## src/rtl/shift_reg_pkg.sv

```systemverilog
// rtl/shift_reg_pkg.sv - op codes and FSM state encodings for the shift register sequencer
package shift_reg_pkg;

    localparam logic [2:0] OP_HOLD = 3'd0;
    localparam logic [2:0] OP_LOAD = 3'd1;
    localparam logic [2:0] OP_SHL  = 3'd2;
    localparam logic [2:0] OP_SHR  = 3'd3;
    localparam logic [2:0] OP_SAR  = 3'd4;
    localparam logic [2:0] OP_ROL  = 3'd5;
    localparam logic [2:0] OP_ROR  = 3'd6;

    typedef enum logic {
        ST_IDLE = 1'b0,
        ST_RUN  = 1'b1
    } state_t;

    function automatic logic is_shift_op(input logic [2:0] op);
        return (op >= OP_SHL) && (op <= OP_ROR);
    endfunction

endpackage

```

## src/rtl/shift_step.sv

```systemverilog
// rtl/shift_step.sv - combinational single-bit shift/rotate step
module shift_step
    import shift_reg_pkg::*;
#(
    parameter int WIDTH = 8
) (
    input  logic [WIDTH-1:0] q,
    input  logic [2:0]       op,
    input  logic             serial_in,
    output logic [WIDTH-1:0] next_q,
    output logic             out_bit
);

    always_comb begin
        next_q  = q;
        out_bit = 1'b0;
        case (op)
            OP_SHL: begin
                next_q  = {q[WIDTH-2:0], serial_in};
                out_bit = q[WIDTH-1];
            end
            OP_SHR: begin
                next_q  = {serial_in, q[WIDTH-1:1]};
                out_bit = q[0];
            end
            OP_SAR: begin
                next_q  = {q[WIDTH-1], q[WIDTH-1:1]};
                out_bit = q[0];
            end
            OP_ROL: begin
                next_q  = {q[WIDTH-2:0], q[WIDTH-1]};
                out_bit = q[WIDTH-1];
            end
            OP_ROR: begin
                next_q  = {q[0], q[WIDTH-1:1]};
                out_bit = q[0];
            end
            default: begin
                next_q  = q;
                out_bit = 1'b0;
            end
        endcase
    end

endmodule

```

## src/rtl/shift_reg_seq.sv

```systemverilog
// rtl/shift_reg_seq.sv - multi-mode shift register with start/busy/done shift sequencer
module shift_reg_seq
    import shift_reg_pkg::*;
#(
    parameter int WIDTH = 8,
    parameter int CNT_W = $clog2(WIDTH + 1)
) (
    input  logic             clk,
    input  logic             reset,
    input  logic             start,
    input  logic [2:0]       op,
    input  logic [CNT_W-1:0] amount,
    input  logic [WIDTH-1:0] load_data,
    input  logic             serial_in,
    output logic [WIDTH-1:0] q,
    output logic             serial_out,
    output logic             busy,
    output logic             done
);

    state_t             state, state_n;
    logic [CNT_W-1:0]   cnt, cnt_n;
    logic [2:0]         op_lat, op_lat_n;
    logic [WIDTH-1:0]   q_n;
    logic               serial_out_n, busy_n, done_n;
    logic [WIDTH-1:0]   step_q;
    logic               step_out;

    shift_step #(.WIDTH(WIDTH)) u_step (
        .q         (q),
        .op        (op_lat),
        .serial_in (serial_in),
        .next_q    (step_q),
        .out_bit   (step_out)
    );

    always_ff @(posedge clk or posedge reset) begin
        if (reset) begin
            state      <= ST_IDLE;
            cnt        <= '0;
            op_lat     <= OP_HOLD;
            q          <= '0;
            serial_out <= 1'b0;
            busy       <= 1'b0;
            done       <= 1'b0;
        end else begin
            state      <= state_n;
            cnt        <= cnt_n;
            op_lat     <= op_lat_n;
            q          <= q_n;
            serial_out <= serial_out_n;
            busy       <= busy_n;
            done       <= done_n;
        end
    end

    always_comb begin
        state_n      = state;
        cnt_n        = cnt;
        op_lat_n     = op_lat;
        q_n          = q;
        serial_out_n = serial_out;
        busy_n       = busy;
        done_n       = 1'b0;
        case (state)
            ST_IDLE: begin
                if (start) begin
                    if (op == OP_LOAD) begin
                        q_n    = load_data;
                        done_n = 1'b1;
                    end else if (is_shift_op(op) && (amount != '0)) begin
                        op_lat_n = op;
                        cnt_n    = amount;
                        state_n  = ST_RUN;
                        busy_n   = 1'b1;
                    end else begin
                        // HOLD, reserved, or a zero-length shift: complete at once
                        done_n = 1'b1;
                    end
                end
            end
            ST_RUN: begin
                q_n          = step_q;
                serial_out_n = step_out;
                cnt_n        = cnt - CNT_W'(1);
                if (cnt == CNT_W'(1)) begin
                    state_n = ST_IDLE;
                    busy_n  = 1'b0;
                    done_n  = 1'b1;
                end
            end
            default: begin
                state_n = ST_IDLE;
                busy_n  = 1'b0;
            end
        endcase
    end

endmodule

```

## config.mk

```make
export PLATFORM = sky130hd
export DESIGN_NAME = shift_reg_seq
export DESIGN_NICKNAME = d
export VERILOG_FILES = /design/src/rtl/shift_reg_pkg.sv /design/src/rtl/shift_step.sv /design/src/rtl/shift_reg_seq.sv
export SDC_FILE = /design/constraint.sdc
export NUM_CORES = 1
export LEC_CHECK = 0
export BUFFER_PORTS_ARGS = -buffer_cell sky130_fd_sc_hd__clkbuf_2
export CORE_MARGIN = 4
export CORE_UTILIZATION = 30
export DETAILED_ROUTE_END_ITERATION = 12
export GPL_ROUTABILITY_DRIVEN = 0
export SLEW_MARGIN = 20
export SYNTH_ARGS = -nofsm -noshare
export SYNTH_HDL_FRONTEND = slang
export SYNTH_SLANG_ARGS = --single-unit
```

## constraint.sdc

```tcl
create_clock -name clk -period 2.05 [get_ports clk]
set_input_delay 0.1025 -clock clk [delete_from_list [all_inputs] [get_ports clk]]
set_output_delay 0.1025 -clock clk [all_outputs]
set_load 0.01 [all_outputs]
```

* Yosys cells after proc, flatten, opt, wreduce, memory -nomap -nowiden
Index checks and enable logic that the tools add are counted.
Word-level totals: register bits after elaboration 19, latch bits 0, memory bits (writable) 0, memory bits (read-only) 0, input bits 19, output and inout bits 11, logic and storage cells 62, memories kept 0
Cells by class: add/subtract/negate cells 1, multiply operators 0, divide/modulo/power cells 0, order comparisons 2, equal/unequal tests 15, shift operators 0, muxes and demuxes 24, bitwise logic cells 2, reductions and logical operators 10
Operator list (number):
- one-hot mux 8 bit (5 select lines) | 1
- two-way mux 8 bit | 2
- one-hot mux 8 bit (2 select lines) | 1
- two-way mux 1 bit | 12
- two-way mux 4 bit | 3
- AND reduction 4 bit | 3
- inequality test 2 bit (second input constant) | 5
- == test 3 bit (second input constant) | 3
- one-hot mux 1 bit (2 select lines) | 4
- one-hot mux 4 bit (2 select lines) | 1
- == test 3 x 2 -> 1 bit (second input constant) | 2
- inequality test 6 x 1 -> 1 bit (second input constant) | 1
- AND reduction 3 bit | 2
- inequality test 5 x 1 -> 1 bit (second input constant) | 1
- == test 4 x 1 -> 1 bit (second input constant) | 1
- nonzero test 4 bit | 1
- subtractor 4 x 1 -> 4 bit (second input constant) | 1
- == test 3 x 1 -> 1 bit (second input constant) | 1
- >= comparator 3 x 2 -> 1 bit (second input constant) | 1
- <= comparator 3 bit (second input constant) | 1
- OR reduction 3 bit | 1
- logical AND 1 bit | 2
- inequality test 2 x 1 -> 1 bit (second input constant) | 1
- inverter 1 bit | 2
- OR reduction 2 bit | 1

* Depth between registers and ports, before layout
Gate-level depths: netlist of run 1.
depth in word-level cells 7, mapped depth 6, depth with buffers taken out 4

* Hierarchy
From an unflattened synthesis of run 1, not the netlist that was laid out.
Unflattened totals: cells, all modules 160, area total of the unflattened synthesis 1506.4 sq um
By module, submodules not included:
- shift_reg_seq | instances 1, cells an instance 84, area each 1026.0 sq um, seq. area each 475.5 sq um
- shift_step | instances 1, cells an instance 76, area each 480.5 sq um, seq. area each 0.0 sq um

* Worst setup path before layout of run 1
OpenSTA, ideal clock, no wires.
kind reg-to-reg, start register state, end register busy, setup time 0.118 ns, data arrival time 1.306 ns, path slack 0.626 ns, cell stages (with the launch flop) 6, path buffers 2, cell sequence dfrtp_1 > buf_6 > inv_4 > buf_6 > or4b_4 > a21o_1
On the way: longest elaborated chain between the ends 3
Ends and longest elaborated chain:
- start: declaration | RTL line shift_reg_seq.sv:21 | state_t state, state_n;
- start signal: assignment | RTL line shift_reg_seq.sv:47 | state <= state_n;
- inverter 1 bit (no source line)
- inequality test 2 bit (no source line)
- AND reduction 4 bit (no source line)
- end signal: assignment | RTL line shift_reg_seq.sv:52 | busy <= busy_n;
- end: declaration | RTL line shift_reg_seq.sv:17 | output logic busy,
Parallel ways exist; a longest one is shown, timed or not. A chain may end at the register's enable or synchronous reset.

* Worst setup path after layout of run 1
start register op_lat[1], end register q[4]
On the way: longest elaborated chain between the ends 3
Ends and longest elaborated chain:
- start: declaration | RTL line shift_reg_seq.sv:23 | logic [2:0] op_lat, op_lat_n;
- start signal: assignment | RTL line shift_reg_seq.sv:49 | op_lat <= op_lat_n;
- == test 3 bit / == test 3 x 2 -> 1 bit (equally long branches) | RTL line shift_step.sv:17 | case (op)
- one-hot mux 8 bit (5 select lines) / inequality test 6 x 1 -> 1 bit (equally long branches)
- one-hot mux 8 bit (2 select lines) / AND reduction 3 bit (equally long branches)
- end signal: assignment | RTL line shift_reg_seq.sv:50 | q <= q_n;
- end: declaration | RTL line shift_reg_seq.sv:15 | output logic [WIDTH-1:0] q,
Parallel ways exist; a longest one is shown, timed or not.

==> results.yml, run 1 <==
critical_path:
  crit_type: "reg2reg"
  cpMaxStageDelayCell: "dfrtp_1"
  crit_arrival_ns: 2.06
  timing.rr.end: "q[4]$_DFFE_PP0P_"
  cp-start-kind: "flip-flop"
  end_kind: "flip-flop"
  crit_chain: "nand2_1 > o21ai_0 > nor2b_1 > a221o_1"
  critPathMaxFanout: 14
  required_ns: 2.25
  r2r_slack_ns: 0.19
  critPathMaxStageDelay_ns: 0.59
  r2r_cells: 4
  crit_buf_inv: 0
  crit_family: "simple AND/OR/NAND/NOR gates"
  rr_startpoint: "op_lat[1]$_DFFE_PP0P_"
  cp.depth: 4
timing:
  tightest_slew_ns: 0.7832
  setup_tns_ns: 0
  fin_crit_ns: 1.864
  finClkSkew_ns: 0.004366
  worst_slack_ns: 0.1857
  max_slew_margin_pct: 47.73
  rsz0062_at_grt: "false"
  setup_viol: 0
  fin_crit_sh_pct: 90.94
  hold_violations: 0
  fmax_mhz: 536.4
  finalMaxSlewViolations: 0
grt:
  grt_max_degree: 20
  grt_usage_pct: 12.85
  grt_pass1_wl_mm: 5.257
  grt.busiest_layer: "met2"
  antenna_found_initial: 0
  grt_util_met2_pct: 21.94
  use_met3_pct: 3.740
  met1_usage_pct: 15.77
  grt_overflow_total: 0
  grt_pass1_vias: 1108
clock_tree:
  clock_latency_ns: 0.26
  ctsResizeCount: 0
  cts_tree: "done"
  post-cts-setup-buffers: 0
  clock_path_buffers: 2
  numCtsBuffers: 3
  h-tree-depth: 1
  cts_root_buffer: "clkbuf_8"
  hold_buffers: 1
  clock_sinks: 19
  clkTransAtPathRegs_ns: 0.08
min_path:
  min_to: "q[1]$_DFFE_PP0P_"
  hp-class: "in2reg"
  whs_path_depth: 2
  hp-start: "load_data[1]"
layout:
  layout_common_cells: "29 x clkbuf_2, 19 x dfrtp_1, 15 x nand2_1"
  fill_cells: 416
  seq_area_um2: 475.5
  antenna_cells: 0
  finalNetCount: 179
  drive_above_1_share_pct: 31.21
  area_growth_syn_to_layout_pct: 18.75
  multi_input_area_um2: 673.1
  layout_commonest_cell: "clkbuf_2"
die:
  start_util_pct: 31.03
  die_width_um: 72.32
  die_h_um: 72.32
  core_area_mm2: 0.004000
  io-pin-count: 30
  floorplan.die_area_mm2: 0.005230
  fp-row-count: 23
synth:
  ys_seq_area_share_pct: 38.31
  synth_area_mm2: 0.001241
  syn_avg_cell_area_um2: 9.697
  synthDistinctLibCells: 41
  yosys_warnings: 0
  synth_cells: 128
  synthesis.nets: 149
  synth-seq-cells: 19
pwr:
  ir_drop_v: 0.0006384
  power.density_mw_per_mm2: 1633
  p_leak_nw: 0.6857
detailed_routing:
  drtIter0Drc: 48
  remaining_drc_errors: 0
  dr_total_vias: 1133
  drtAntennaViolNets: 0
  drt_pass1_iterations: 4
  vias_per_cell: 5.473
  wire_per_inst_um: 15.39
  routed_wl_mm: 3.186
placement:
  port_buffers: 29
  post-place-ws_ns: 0.2481
  dpl.hpwl_mm: 2.458
status:
  status: "finished clean"
run:
  maxCapViolCount: 0
==> cell type report <==
type                    count  share of cell area, %
well taps                  50                  4.244
clock buffers               3                  2.801
multi-input cells          93                  45.67
inverters                   7                  1.952
clock inverters             1                 0.5093
repair buffers             34                  12.56
flip-flops and latches     19                  32.26
==> power by group <==
part           leakage (nW)  switching (mW)  internal (mW)
combinational         0.438           0.635          0.653
clock                0.0217           0.137          0.137
sequential            0.226           0.275          0.570
total                 0.686            1.05           1.36
==> cell usage after synthesis, drive strengths merged <==
library cell | count | area, um2
a211o | 1 | 8.760
a211oi | 4 | 30.03
a21bo | 1 | 10.01
a21boi | 1 | 7.510
a21o | 1 | 7.510
a21oi | 7 | 35.03
a221o | 7 | 70.07
a221oi | 6 | 52.55
a22o | 1 | 8.760
a22oi | 1 | 7.510
a311oi | 4 | 35.03
a31oi | 1 | 6.260
a32oi | 1 | 8.760
and2b | 1 | 7.510
and3 | 5 | 31.28
buf | 9 | 63.80
dfrtp | 19 | 475.5
ha | 2 | 25.02
inv | 7 | 28.78
mux2 | 6 | 67.56
mux2i | 2 | 20.02
nand2 | 15 | 56.30
nand2b | 2 | 12.51
nand3 | 1 | 5.000
nand3b | 1 | 7.510
nand4b | 1 | 8.760
nor2 | 4 | 15.01
nor2b | 4 | 25.02
nor3b | 1 | 12.51
nor4 | 1 | 6.260
o21a | 1 | 7.510
o21ai | 4 | 20.02
o22a | 1 | 8.760
or2 | 1 | 6.260
or4 | 1 | 11.26
or4b | 1 | 13.76
xnor2 | 2 | 17.52
==> worst reg2reg max path: stages, from the launching register on <==
cell and delay [ns]:
dfrtp_1 0.59, nand2_1 0.20, o21ai_0 0.32, nor2b_1 0.45, a221o_1 0.24
==> metal layers <==
| metal | vias to the layer above | share of wire [%] |
|---|---|---|
| li1 | 545 | - |
| met3 | 5 | 7.4 |
| met2 | 53 | 51 |
| met4 | 0 | 0.97 |
| met1 | 530 | 41 |
| met5 | - | 0 |
==> state kept, by name, indices dropped and copies added (netlist names) <==
signal      count
state           1
op_lat          3
q               8
serial_out      1
busy            1
done            1
cnt             4
==> stage by stage <==
step / instances / total power, mW / util (%) / hold slack, ns / area (um2)
after CTS: 207 / 2.433 / 36.85 / 0.07721 / 1474
after global placement: 202 / 2.079 / 35.38 / 0.2368 / 1415
after floorplan: 128 / 1.814 / - / 0.05363 / 1241
final: 207 / 2.407 / 36.85 / 0.07862 / 1474
after global routing: 207 / 2.636 / 36.85 / 0.08040 / 1474
after detailed placement: 202 / 2.143 / 35.38 / 0.2734 / 1415
==> cells by family (layout without fill, tap and decap cells) <==
family / after synthesis / in the layout / share of synthesized area, %
compound gates: 42 / 42 / 26.11
simple gates: 39 / 39 / 17.64
flops: 19 / 19 / 38.31
buf+inv: 16 / 45 / 7.459
mux: 8 / 8 / 7.056
fa+ha+maj: 2 / 2 / 2.016
xor+xnor: 2 / 2 / 1.412
==> how the worst max path moves through the flow <==
stage	start	end	slack [ns]
2_1_floorplan	state$_DFF_PP0_	busy$_DFFE_PP0P_	0.63
3_3_place_gp	op_lat[1]$_DFFE_PP0P_	q[0]$_DFFE_PP0P_	0.38
3_5_place_dp	op_lat[1]$_DFFE_PP0P_	q[4]$_DFFE_PP0P_	0.25
4_1_cts	op_lat[1]$_DFFE_PP0P_	q[4]$_DFFE_PP0P_	0.22
5_1_grt	op_lat[1]$_DFFE_PP0P_	q[4]$_DFFE_PP0P_	0.01
6_report	op_lat[1]$_DFFE_PP0P_	q[4]$_DFFE_PP0P_	0.19
No activity file was read; power rests on OpenSTA's default activity.
==> run 2: changes to the inputs <==
Settings changed: CORE_ASPECT_RATIO set to 1.1, CORE_UTILIZATION 30 to 50, PLACE_DENSITY set to 0.75.
Clock period 2.05 ns to 2.2 ns, I/O delays scaled along.
==> run 2 against run 1 <==
Effect of this change:
- critical path depth stayed put
- sequential share of layout area is 1.3 points higher
- cell count is 10% lower
- flip-flop and latch count stayed put
- clock-buffer cell count is 1 higher
- worst hold slack worse by 0.037 ns
- non-clock buffer count is 1 lower
- fmax is 2.3% higher
- highest routed layer unchanged
- cell area is 3.7% lower
- die area is 36% lower
- core utilization is 25 points higher
- total power is 12% lower
==> results.yml, run 2 (synthesis gave the netlist of run 1 again) <==
die:
  start_util_pct: 54.03
  floorplan.die_area_mm2: 0.003344
  io-pin-count: 30
  die_h_um: 60.26
  die_width_um: 55.51
  fp-row-count: 18
  core_area_mm2: 0.002297
clock_tree:
  numCtsBuffers: 3
  clock_path_buffers: 2
  cts_root_buffer: "clkbuf_4"
  cts_tree: "done"
  clock_latency_ns: 0.29
  clkTransAtPathRegs_ns: 0.11
  clock_sinks: 19
  h-tree-depth: 1
critical_path:
  crit_arrival_ns: 2.05
  crit_type: "reg2reg"
  required_ns: 2.43
  cp-start-kind: "flip-flop"
  rr_startpoint: "op_lat[1]$_DFFE_PP0P_"
  r2r_slack_ns: 0.38
  r2r_cells: 4
  end_kind: "flip-flop"
  timing.rr.end: "q[6]$_DFFE_PP0P_"
  critPathMaxFanout: 14
placement:
  port_buffers: 29
  dpl.hpwl_mm: 2.179
  dp.cells: 181
  post-place-ws_ns: 0.4119
  placed_area_mm2: 0.001383
pwr:
  p_leak_nw: 0.6746
  p_comb_share_pct: 54.9
  switching_share_pct: 43.43
  totalPowerFinal_mw: 2.117
  power.density_mw_per_mm2: 1492
  seq_power_share_pct: 36.9
  internal-power_mw: 1.197
  p_sw_mw: 0.9192
  clockPowerShare_pct: 8.2
  ir_drop_v: 0.0008128
layout:
  fin_util_pct: 61.76
  layout_commonest_cell: "clkbuf_2"
  top_register: "q"
  multi_input_area_um2: 673.1
  reg_top3: "q: 8 flops, cnt: 4 flops, op_lat: 3 flops"
  area_growth_syn_to_layout_pct: 14.31
  design_area_mm2: 0.001419
  fill_cells: 210
  seq_area_um2: 475.5
  stdcell_count: 186
  finalNetCount: 178
  antenna_cells: 0
  drive_above_1_share_pct: 30.13
  largest_reg_flops: 8
  layout_common_cells: "29 x clkbuf_2, 19 x dfrtp_1, 15 x nand2_1"
detailed_routing:
  met1_length_mm: 1.130
  wl_met3_um: 160
  routed_wl_mm: 2.854
  wire_per_inst_um: 15.34
  drtIter0Drc: 44
  vias_per_cell: 6.134
  wl_met2_mm: 1.497
  dr.max_layer_used: "met4"
  remaining_drc_errors: 0
  drtAntennaViolNets: 0
  drt_pass1_iterations: 4
  dr_total_vias: 1141
grt:
  grt_pass1_wl_mm: 5.078
  grt_max_degree: 20
  grt_overflow_total: 0
  grt_usage_pct: 19.05
  antenna_found_initial: 0
  grt_pass1_vias: 1141
run:
  maxCapViolCount: 0
status:
  status: "finished clean"
min_path:
  min_to: "q[1]$_DFFE_PP0P_"
  whs_path_depth: 2
  hp-class: "in2reg"
  hp-start: "load_data[1]"
timing:
  finClkSkew_ns: 0.003316
  rsz0062_at_grt: "false"
  finalMaxSlewViolations: 0
  holdWs_ns: 0.04211
  max_slew_margin_pct: 52.44
  setup_tns_ns: 0
  fin_crit_ns: 1.822
  fin_crit_sh_pct: 82.82
  worst_slack_ns: 0.3780
  setup_viol: 0
  fmax_mhz: 548.8
  tightest_slew_ns: 0.7127
  hold_violations: 0
[run 2: how the worst max path moves through the flow]
stage / from / to / slack (ns)
after floorplan: state$_DFF_PP0_ / busy$_DFFE_PP0P_ / 0.78
after global placement: op_lat[1]$_DFFE_PP0P_ / q[6]$_DFFE_PP0P_ / 0.53
after detailed placement: op_lat[1]$_DFFE_PP0P_ / q[0]$_DFFE_PP0P_ / 0.41
after CTS: op_lat[1]$_DFFE_PP0P_ / q[6]$_DFFE_PP0P_ / 0.38
after global routing: op_lat[1]$_DFFE_PP0P_ / q[6]$_DFFE_PP0P_ / 0.15
final: op_lat[1]$_DFFE_PP0P_ / q[6]$_DFFE_PP0P_ / 0.38
[run 2: routing by layer]
metal / track usage (%) / vias up
li1: - / 541
met5: 0 / -
met4: 10.07 / 0
met2: 34.63 / 38
met1: 22.07 / 553
met3: 2.376 / 9
[run 2: worst max-delay path, cell delays in order (launching register included)]
cell and delay [ns]:
dfrtp_1 0.58, nand2_1 0.20, o21ai_0 0.31, nor2b_1 0.45, a221o_1 0.22
[run 2: area by class of cell]
type                    instances  share of cell area, %
multi-input cells              93                  47.44
repair buffers                 33                  12.52
flip-flops and latches         19                  33.51
clock buffers                   4                  1.852
inverters                       7                  2.028
well taps                      30                  2.646
[run 2: repair_timing]
item	in CTS	in global routing
gates resized for setup	0	0
hold endpoints to repair	19	0
setup buffers	0	0
hold buffers	1	0
[run 2: power groups by stage]
stage	Sequential, mW	Combinational (mW)	Clock [mW]
2_1_floorplan	0.728	0.962	0
3_3_place_gp	0.776	1.14	0
3_5_place_dp	0.785	1.17	0
4_1_cts	0.778	1.17	0.186
5_1_grt	0.822	1.31	0.200
6_report	0.781	1.16	0.174
==> run 3: changes to the inputs <==
Clock period 2.2 ns to 1.82 ns, I/O delays scaled along.
==> run 3 against run 2 <==
Effect of this change:
- via count is 0.26% higher
- critical endpoint is now op_lat[0]$_DFFE_PP0P_
- flip-flop and latch count unchanged
- non-clock buffer count is 3 higher
- cell area grew 1.6%
- clock skew down 0.0012 ns
==> results.yml, run 3 (synthesis gave the netlist of run 1 again) <==
status:
  status: "finished clean"
layout:
  area_growth_syn_to_layout_pct: 16.13
  stdcell_count: 189
  layout_common_cells: "29 x clkbuf_2, 19 x dfrtp_1, 15 x nand2_1"
  layout_commonest_cell: "clkbuf_2"
  antenna_cells: 0
  design_area_mm2: 0.001441
  drive_above_1_share_pct: 31.45
  largest_reg_flops: 8
  fin_util_pct: 62.75
  reg_top3: "q: 8 flops, cnt: 4 flops, op_lat: 3 flops"
  top_register: "q"
  fill_cells: 209
  multi_input_area_um2: 673.1
  seq_area_um2: 475.5
  finalNetCount: 181
grt:
  grt_pass1_vias: 1178
  grt_overflow_total: 0
  grt_pass1_wl_mm: 5.292
  antenna_found_initial: 0
  grt_max_degree: 20
  grt_usage_pct: 20.08
critical_path:
  critPathMaxFanout: 11
  timing.rr.end: "op_lat[0]$_DFFE_PP0P_"
  r2r_cells: 3
  cp-start-kind: "flip-flop"
  end_kind: "flip-flop"
  required_ns: 2.00
  r2r_slack_ns: 0.10
  crit_type: "reg2reg"
  crit_arrival_ns: 1.90
  rr_startpoint: "state$_DFF_PP0_"
clock_tree:
  clock_sinks: 19
  clock_latency_ns: 0.29
  cts_tree: "done"
  ctsResizeCount: 0
  clock_path_buffers: 2
  cts_root_buffer: "clkbuf_4"
  hold_buffers: 1
  numCtsBuffers: 3
  post-cts-setup-buffers: 0
  h-tree-depth: 1
  clkTransAtPathRegs_ns: 0.11
die:
  floorplan.die_area_mm2: 0.003344
  core_area_mm2: 0.002297
  start_util_pct: 54.03
  fp-row-count: 18
  die_h_um: 60.26
  die_width_um: 55.51
  io-pin-count: 30
detailed_routing:
  wire_per_inst_um: 15.85
  vias_per_cell: 6.053
  drt_pass1_iterations: 4
  dr_total_vias: 1144
  routed_wl_mm: 2.995
  drtIter0Drc: 30
  remaining_drc_errors: 0
  drtAntennaViolNets: 0
min_path:
  min_to: "q[6]$_DFFE_PP0P_"
  hp-class: "in2reg"
  hp-start: "load_data[6]"
  whs_path_depth: 2
placement:
  post-place-ws_ns: 0.1278
  dp.cells: 184
  dpl.hpwl_mm: 2.323
  placed_area_mm2: 0.001405
  port_buffers: 29
run:
  maxCapViolCount: 0
timing:
  max_slew_margin_pct: 51.34
  fin_crit_ns: 1.720
  finClkSkew_ns: 0.002145
  rsz0062_at_grt: "false"
  holdWs_ns: 0.02391
  tightest_slew_ns: 0.7291
  finalMaxSlewViolations: 0
  hold_violations: 0
  setup_viol: 0
  worst_slack_ns: 0.1002
  fmax_mhz: 581.5
  setup_tns_ns: 0
  fin_crit_sh_pct: 94.49
pwr:
  clockPowerShare_pct: 8.0
  internal-power_mw: 1.501
  power.density_mw_per_mm2: 1841
  p_comb_share_pct: 56.1
  totalPowerFinal_mw: 2.653
  p_leak_nw: 0.6893
  p_sw_mw: 1.152
  switching_share_pct: 43.43
  ir_drop_v: 0.0009336
  seq_power_share_pct: 35.9
run 3: cell types whose count changed in the layout (fill, tap and decap cells not counted), sizes merged:
cell / previous run / this run
buf: 3 / 6
run 3: critical path, stage by stage, from the launching register on:
cell     delay, ns
dfrtp_1       0.55
nor2b_1       0.28
nor3b_2       0.40
mux2_2        0.39
run 3: per-layer routing:
metal	global-route usage (%)	wire, um	vias to the layer above
met1	22.93	1206	552
met2	36.49	1574	39
li1	-	-	547
met4	10.76	52	0
met5	0	0	-
met3	3.024	162	6
run 3: final cells by class:
| cell class | count | share of cell area, % |
|---|---|---|
| clock buffers | 4 | 1.823 |
| inverters | 7 | 1.997 |
| multi-input cells | 93 | 46.70 |
| flip-flops and latches | 19 | 32.99 |
| well taps | 30 | 2.604 |
| repair buffers | 36 | 13.89 |
run 3: power groups by stage:
stage | Combinational [mW] | Clock [mW] | Sequential [mW]
finish | 1.49 | 0.212 | 0.953
global route | 1.67 | 0.245 | 1.00
CTS | 1.50 | 0.227 | 0.953
detailed placement | 1.49 | 0 | 0.965
global placement | 1.45 | 0 | 0.948
floorplan | 1.16 | 0 | 0.881
run 3: worst max path at each step:
stage / startpoint / endpoint / depth (start not counted)
2_1_floorplan: state$_DFF_PP0_ / busy$_DFFE_PP0P_ / 5
3_3_place_gp: state$_DFF_PP0_ / op_lat[1]$_DFFE_PP0P_ / 3
3_5_place_dp: state$_DFF_PP0_ / op_lat[0]$_DFFE_PP0P_ / 3
4_1_cts: state$_DFF_PP0_ / op_lat[0]$_DFFE_PP0P_ / 3
5_1_grt: state$_DFF_PP0_ / op_lat[0]$_DFFE_PP0P_ / 3
6_report: state$_DFF_PP0_ / op_lat[0]$_DFFE_PP0P_ / 3
